### config.mk
export PLATFORM = sky130hd
export DESIGN_NAME = vga_timing_gen
export DESIGN_NICKNAME = d
export VERILOG_FILES = /design/src/rtl/vga_timing_gen.sv
export SDC_FILE = /design/constraint.sdc
export NUM_CORES = 1
export LEC_CHECK = 0
export ABC_AREA = 1
export CAP_MARGIN = 20
export CORE_MARGIN = 4
export CORE_UTILIZATION = 53
export CTS_BUF_LIST = sky130_fd_sc_hd__clkbuf_4 sky130_fd_sc_hd__clkbuf_8 sky130_fd_sc_hd__clkbuf_16
export DETAILED_ROUTE_END_ITERATION = 8
export PLACE_DENSITY = 0.85
export SYNTH_ARGS = -nofsm -noshare
export SYNTH_HDL_FRONTEND = slang
export SYNTH_SLANG_ARGS = --single-unit
### constraint.sdc
create_clock -name CLK40MHZ -period 5.09 [get_ports CLK40MHZ]
set_clock_uncertainty 0.1 [all_clocks]
set_input_delay 1.2725 -clock CLK40MHZ [delete_from_list [all_inputs] [get_ports CLK40MHZ]]
set_output_delay 1.2725 -clock CLK40MHZ [all_outputs]
set_load 0.01 [all_outputs]
### src/rtl/vga_timing_gen.sv
// Raster counters, sync decode and registered pixel output stage.
// Counters feed image logic; colour/sync reach the pins one clock later.
module vga_timing_gen #(
  parameter int   H_VISIBLE = 800,
  parameter int   H_FRONT   = 40,
  parameter int   H_SYNC    = 128,
  parameter int   H_BACK    = 88,
  parameter int   V_VISIBLE = 600,
  parameter int   V_FRONT   = 1,
  parameter int   V_SYNC    = 4,
  parameter int   V_BACK    = 23,
  parameter logic SYNC_POL  = 1'b1
) (
  input  logic        CLK40MHZ,
  input  logic        resetn,
  input  logic [11:0] pixel_data,
  output logic [11:0] Hindex,
  output logic [11:0] Vindex,
  output logic        canvas_valid,
  output logic        frame_start,
  output logic        vblank_start,
  output logic [3:0]  vgaRed,
  output logic [3:0]  vgaGreen,
  output logic [3:0]  vgaBlue,
  output logic        Hsync,
  output logic        Vsync
);

  localparam int H_TOTAL = H_VISIBLE + H_FRONT + H_SYNC + H_BACK;
  localparam int V_TOTAL = V_VISIBLE + V_FRONT + V_SYNC + V_BACK;

  localparam logic [11:0] H_LAST = 12'(H_TOTAL - 1);
  localparam logic [11:0] V_LAST = 12'(V_TOTAL - 1);
  localparam logic [11:0] H_VIS  = 12'(H_VISIBLE);
  localparam logic [11:0] V_VIS  = 12'(V_VISIBLE);
  localparam logic [11:0] V_VEND = 12'(V_VISIBLE - 1);
  localparam logic [11:0] HS_LO  = 12'(H_VISIBLE + H_FRONT);
  localparam logic [11:0] HS_HI  = 12'(H_VISIBLE + H_FRONT + H_SYNC - 1);
  localparam logic [11:0] VS_LO  = 12'(V_VISIBLE + V_FRONT);
  localparam logic [11:0] VS_HI  = 12'(V_VISIBLE + V_FRONT + V_SYNC - 1);

  logic [11:0] h;
  logic [11:0] v;
  logic        h_last;
  logic        v_last;
  logic        hsync_raw;
  logic        vsync_raw;

  assign h_last = (h == H_LAST);
  assign v_last = (v == V_LAST);

  always_ff @(posedge CLK40MHZ or negedge resetn) begin
    if (!resetn) begin
      h <= '0;
      v <= '0;
    end else begin
      h <= h_last ? '0 : h + 12'd1;
      if (h_last) begin
        v <= v_last ? '0 : v + 12'd1;
      end
    end
  end

  assign Hindex       = h;
  assign Vindex       = v;
  assign canvas_valid = (h < H_VIS) && (v < V_VIS);

  always_comb begin
    hsync_raw = !SYNC_POL;
    vsync_raw = !SYNC_POL;
    if (h >= HS_LO && h <= HS_HI) hsync_raw = SYNC_POL;
    if (v >= VS_LO && v <= VS_HI) vsync_raw = SYNC_POL;
  end

  // Pixel sampled on the edge that moves the counters past it
  always_ff @(posedge CLK40MHZ or negedge resetn) begin
    if (!resetn) begin
      vgaRed       <= '0;
      vgaGreen     <= '0;
      vgaBlue      <= '0;
      Hsync        <= !SYNC_POL;
      Vsync        <= !SYNC_POL;
      frame_start  <= 1'b0;
      vblank_start <= 1'b0;
    end else begin
      vgaRed       <= canvas_valid ? pixel_data[11:8] : 4'h0;
      vgaGreen     <= canvas_valid ? pixel_data[7:4]  : 4'h0;
      vgaBlue      <= canvas_valid ? pixel_data[3:0]  : 4'h0;
      Hsync        <= hsync_raw;
      Vsync        <= vsync_raw;
      frame_start  <= h_last && v_last;
      vblank_start <= h_last && (v == V_VEND);
    end
  end

endmodule

==> reports/qor.csv, run 1 <==
metric;value;unit
run status;finished clean;
CP Data Arrival Time;2.21;ns
via count;1805;
Final WS setup;1.51;ns
Yosys top cell area share;45.0;%
most frequent cells in the layout;53 x clkdlybuf4s50_1, 47 x nand2_1, 40 x dfrtp_1;
DP Cell Count;356;
overall routing resource usage;18.2;%
CTS Root Cell;clkbuf_8;
post-CTS resize count;0;
Post-DP HPWL;3.34;mm
Worst Path Buf+Inv;2;
initial core utilization;55.2;%
fin cells;364;
Crit path largest cell delay;0.53;ns
startpoint types;flip-flop;
ant diodes;0;
slowest cell on the critical path;clkdlybuf4s50_1;
RSZ-0062 raised after global routing;no;
maximum clock insertion buffer count;2;
die area;5300;sq um
peak supply drop;176;uV
Avg WL per Cell;12.5;microns
final setup vio count;0;
layout cells sized above 1;15.6;%
commonest non-fill, non-tap cell in the layout;clkdlybuf4s50_1;
Final Critical Period;3.58;ns
Synth warnings;0;
largest net degree at the start of global routing;41;
GP Congestion;0.901;
Syn Area/Cell;8.53;sq um
CTS tree;built;
area leader, netlist;dfrtp_1;
crit-path leading delay family;simple AND/OR/NAND/NOR gates;
Die X;72.8;microns
PwrDens;206;nW/um^2
Syn Nets;280;
final hold violation count;0;
Cells after Synth;261;
hold crit path type;flip-flop to flip-flop;
H-tree levels;2;
post-DR vias/cell;4.96;
Crit Path Max Fanout;13;
CP required;3.72;ns
floorplan core area;4030;sq um
Post-layout nets;332;
f_max;279;MHz
synth unique cells;29;
vias in the first global route;1717;
DRC viols;0;
Clk pin slew, worst setup/hold paths;0.08;ns
Hold Buf Count CTS;0;
DRT Wirelength;4.55;mm
# IOs;55;
Crit. End Element;primary output;
Area after DPL;2740;sq um
post-synth design cell area;2230;sq um
grt ovf;0;
setup TNS;0;ns
I/O Buffers;54;
Vert. Die Dim;72.8;microns
fin crit share;70.4;%
Area growth, synth to finish;27.4;%
Antenna Nets Post-Route;0;
initial DRC count;101;
DRT Pass-1 Iters;4;
Filler cells;335;
clock sink total;40;
first-pass GRT wire length;7.62;mm
P_leak;1.34;nW
Clock Latency Late Sink;0.29;ns
total CTS buffers;5;
dpl ws;1.82;ns
Seq/Total Area, Yosys;45.0;%
slew margin rel.;42.4;%
initial antenna violation count;0;
Max-cap violations;0;
Setup Buffers After CTS;0;
# rows;23;
Worst Max-Slew Pin Slew;0.865;ns
FF+latch count, synth;40;
Area contributors post-synth;dfrtp_1 45%, nand2_1 7.9%, inv_1 6.6%, nor2_4 5.6%, nand3_1 4.7%;
Max Transition Viols Final;0;
worst-path cell chain;nor3_2 > o21ai_1 > nor2_2 > nand2_2 > inv_2 > clkdlybuf4s50_1;
Finished Cell Area;2840;sq um
Min Hold Slack;0.450;ns
Setup CP Type;flip-flop to primary output;
## stage by stage
step                total power, mW  utilization (%)
floorplan                     0.341                -
global placement              0.367             68.0
detailed placement            0.368             68.0
CTS                           0.594             70.4
global route                  0.609             70.4
finish                        0.586             70.4
## power by group
group	total, mW	internal (mW)	switching, mW
combinational	0.0364	0.0207	0.0157
clock	0.226	0.115	0.110
sequential	0.324	0.322	0.00129
## path summary, 6_finish.rpt
kind	startpoint	end	slack [ns]	cells after the start
min in group asynchronous	resetn	Vindex[4]$_DFFE_PN0N_	0.99	1
max in group asynchronous	resetn	Hindex[5]$_DFF_PN0_	3.36	1
hold reg to reg	Hindex[2]$_DFF_PN0_	Hindex[2]$_DFF_PN0_	0.45	1
hold / removal	Hindex[2]$_DFF_PN0_	Hindex[2]$_DFF_PN0_	0.45	1
setup reg to reg	Vindex[0]$_DFFE_PN0N_	Vindex[4]$_DFFE_PN0N_	3.24	6
setup / recovery	Hindex[7]$_DFF_PN0_	canvas_valid	1.51	6
## cell usage after synthesis
master,n
nand2_1,47
dfrtp_1,40
inv_1,39
nor2_1,24
nand3_1,21
inv_2,11
nor2_4,11
xor2_1,9
o21ai_1,8
nand4_1,7
o21ai_0,7
ha_1,5
nor2_2,5
buf_2,4
buf_6,4
nand2_2,3
nor3_1,2
nor3_2,2
o21ai_2,2
a31oi_1,1
buf_12,1
nand3_2,1
nand3_4,1
nand3b_1,1
nand3b_2,1
nand4_2,1
nor2_8,1
nor3b_1,1
or2_2,1
## sequential cells by signal, summed over array words and instances, names as in the netlist
name / flops
Hindex: 12
vgaRed: 4
Hsync: 1
vblank_start: 1
Vsync: 1
Vindex: 12
vgaGreen: 4
frame_start: 1
vgaBlue: 4
## cell type report
class,instances,area (sq um),area share (%)
clock buffers,7,90.1,3.18
clock inverters,1,7.51,0.265
inverters,50,188,6.62
multi-input cells,162,952,33.6
flip-flops and latches,40,1000,35.3
well taps,50,62.6,2.21
repair buffers,54,536,18.9
## per-layer routing
layer	vias up	global-route usage (%)	share of wire (%)
met4	0	6.76	0.90
li1	903	-	-
met2	44	30.6	52
met1	854	22.7	43
met3	4	4.55	4.9
met5	-	0	0
## cells by family (layout without fill, tap and decap cells)
group	count (synthesis)	in the layout	synth area share, %
simple gates	130	130	32.0
buf+inv	59	112	12.3
flops	40	40	45.0
compound gates	18	18	4.44
xor+xnor	9	9	3.54
fa+ha+maj	5	5	2.81
(Power assumes the default switching activity.)
==> inputs of run 2 (changes only) <==
- CORE_UTILIZATION: 53 -> 49
- PLACE_DENSITY: 0.85 -> 0.79
- clock period: 5.09 -> 3.34 ns (I/O delays scaled with it)
==> reports/qor.csv, run 2 (same netlist as run 1, synthesis figures left out) <==
metric;value;unit;change
net switching fraction of the power;22.4;%;+0.73 points
Post-DP HPWL;3.31;mm;-0.79%
Crit Path Max Fanout;9;;-4
total CTS buffers;5;;unchanged
Area growth, synth to finish;27.9;%;
critical path depth;8;;+2
maximum clock insertion buffer count;2;;unchanged
Avg WL per Cell;12.4;microns;-0.66%
post-CTS resize count;0;;unchanged
DRT Wirelength;4.55;mm;+0.15%
Setup CP Type;flip-flop to primary output;;
Hold Buf Count CTS;0;;unchanged
Clk pin slew, worst setup/hold paths;0.08;ns;about the same
setup TNS;0;ns;unchanged
run status;finished clean;;
most frequent cells in the layout;53 x clkdlybuf4s50_1, 47 x nand2_1, 40 x dfrtp_1;;
via count;1788;;-0.94%
CP required;2.40;ns;-1.32 ns
fin util;64.9;%;-5.5 points
RR Endpoint;Vindex[4]$_DFFE_PN0N_;;
initial core utilization;50.8;%;-4.5 points
commonest non-fill, non-tap cell in the layout;clkdlybuf4s50_1;;
vias in the first global route;1718;;+0.058%
crit-path leading delay family;buffers and inverters;;
CTS Root Cell;clkbuf_8;;
final hold violation count;0;;unchanged
I/O Buffers;54;;unchanged
Antenna Nets Post-Route;0;;unchanged
initial antenna violation count;0;;unchanged
fin crit share;85.1;%;
RSZ-0062 raised after global routing;no;;
grt ovf;0;;unchanged
peak supply drop;225;uV;+28%
slew margin rel.;39.9;%;-2.4 points
CTS tree;built;;
H-tree levels;2;;unchanged
Area after DPL;2750;sq um;+0.37%
hold crit path type;flip-flop to flip-flop;;
Finished Cell Area;2850;sq um;+0.35%
DRT Pass-1 Iters;4;;unchanged
startpoint types;flip-flop;;
Crit. End Element;primary output;;
slowest cell on the critical path;clkdlybuf4s50_1;;
Worst Path Buf+Inv;2;;unchanged
DRC viols;0;;unchanged
GP Congestion;0.875;;-2.9%
FF-to-FF setup slack;1.55;ns;-1.69 ns
Max-cap violations;0;;unchanged
ant diodes;0;;unchanged
CP Data Arrival Time;1.91;ns;-0.30 ns
Final Critical Period;2.84;ns;
initial DRC count;106;;+5.0%
layout cells sized above 1;15.9;%;+0.27 points
die area;5690;sq um;+7.3%
Clk network pwr share;39.1;%;+0.6 points
# IOs;55;;unchanged
Seq pwr share;54.7;%;-0.5 points
PwrDens;317;nW/um^2;+53%
Int Pwr;0.699;mW;+52%
r2r worst-path depth;6;;unchanged
worst-path cell chain;nand2_2 > nand2_1 > nand2_1 > nand3_1 > nor2_2 > nand2_2 > inv_2 > clkdlybuf4s50_1;;
Hold Path Sink;Hindex[2]$_DFF_PN0_;;
Post-layout nets;333;;+0.30%
Gate power share;6.2;%;about the same
f_max;352;MHz;
Setup Buffers After CTS;0;;unchanged
# rows;24;;+4.3%
clock sink total;40;;unchanged
largest net degree at the start of global routing;41;;unchanged
Die X;75.4;microns;+3.6%
final setup vio count;0;;unchanged
hold wc startpoint;Hindex[2]$_DFF_PN0_;;
Worst Max-Slew Pin Slew;0.901;ns;+0.0363 ns
Max Transition Viols Final;0;;unchanged
Crit path largest cell delay;0.52;ns;about the same
WHS Path Cells;1;;unchanged
floorplan core area;4380;sq um;+8.8%
first-pass GRT wire length;7.69;mm;+1.0%
Vert. Die Dim;75.4;microns;+3.6%
post-DR vias/cell;4.87;;-1.8%
overall routing resource usage;17.8;%;-0.46 points
switching power;0.202;mW;+59%
worst r2r src;Vindex[0]$_DFFE_PN0N_;;
Clock Latency Late Sink;0.29;ns;about the same
P_leak;1.35;nW;+0.41%
==> run 2: cell count changes in the layout (fill, tap and decap cells not counted), sizes merged <==
| cell | change |
|---|---|
| buf | +1 |
==> run 2: per-layer routing <==
metal	wire, microns	global-route usage, %
met1	1970	20.9
met2	2240	30.9
met5	0	0
met3	241	4.49
met4	100	7.38
==> run 2: worst max path at each step <==
stage	start	end
floorplan	Vindex[7]$_DFFE_PN0N_	canvas_valid
global placement	Hindex[7]$_DFF_PN0_	canvas_valid
detailed placement	Hindex[7]$_DFF_PN0_	canvas_valid
CTS	Hindex[7]$_DFF_PN0_	canvas_valid
global route	Hindex[7]$_DFF_PN0_	canvas_valid
finish	Vindex[6]$_DFFE_PN0N_	canvas_valid
==> run 2: power by group through the flow <==
stage	clock network [mW]	registers (mW)	logic, mW
2_1_floorplan	0	0.507	0.0125
3_3_place_gp	0	0.502	0.0561
3_5_place_dp	0	0.503	0.0573
4_1_cts	0.365	0.493	0.0574
5_1_grt	0.386	0.494	0.0610
6_report	0.353	0.493	0.0556
==> run 2: cell type report <==
| class | instances | area [sq um] |
|---|---|---|
| fill | 383 | 1540 |
| timing repair buffer | 55 | 543 |
| tap | 52 | 65.1 |
| sequential | 40 | 1000 |
| clock inverter | 1 | 7.51 |
| clock buffer | 7 | 90.1 |
| inverter | 50 | 188 |
| multi-input combinational | 162 | 952 |
==> run 2: stage by stage <==
step           hold slack [ns]  power [mW]  instances  setup slack (ns)
3_3_place_gp             0.412       0.558        359             0.859
4_1_cts                  0.434       0.915        367             0.488
5_1_grt                  0.471       0.941        367             0.356
6_report                 0.425       0.901        367             0.498
2_1_floorplan            0.439       0.519        261              1.18
3_5_place_dp             0.423       0.560        359             0.833
==> run 2: worst reg2reg max path: stages, from the launching register on <==
cell and delay, ns:
dfrtp_1 0.46, ha_1 0.30, inv_1 0.11, nor3_1 0.14, nand3_1 0.29, nand3b_1 0.19, o21ai_1 0.08
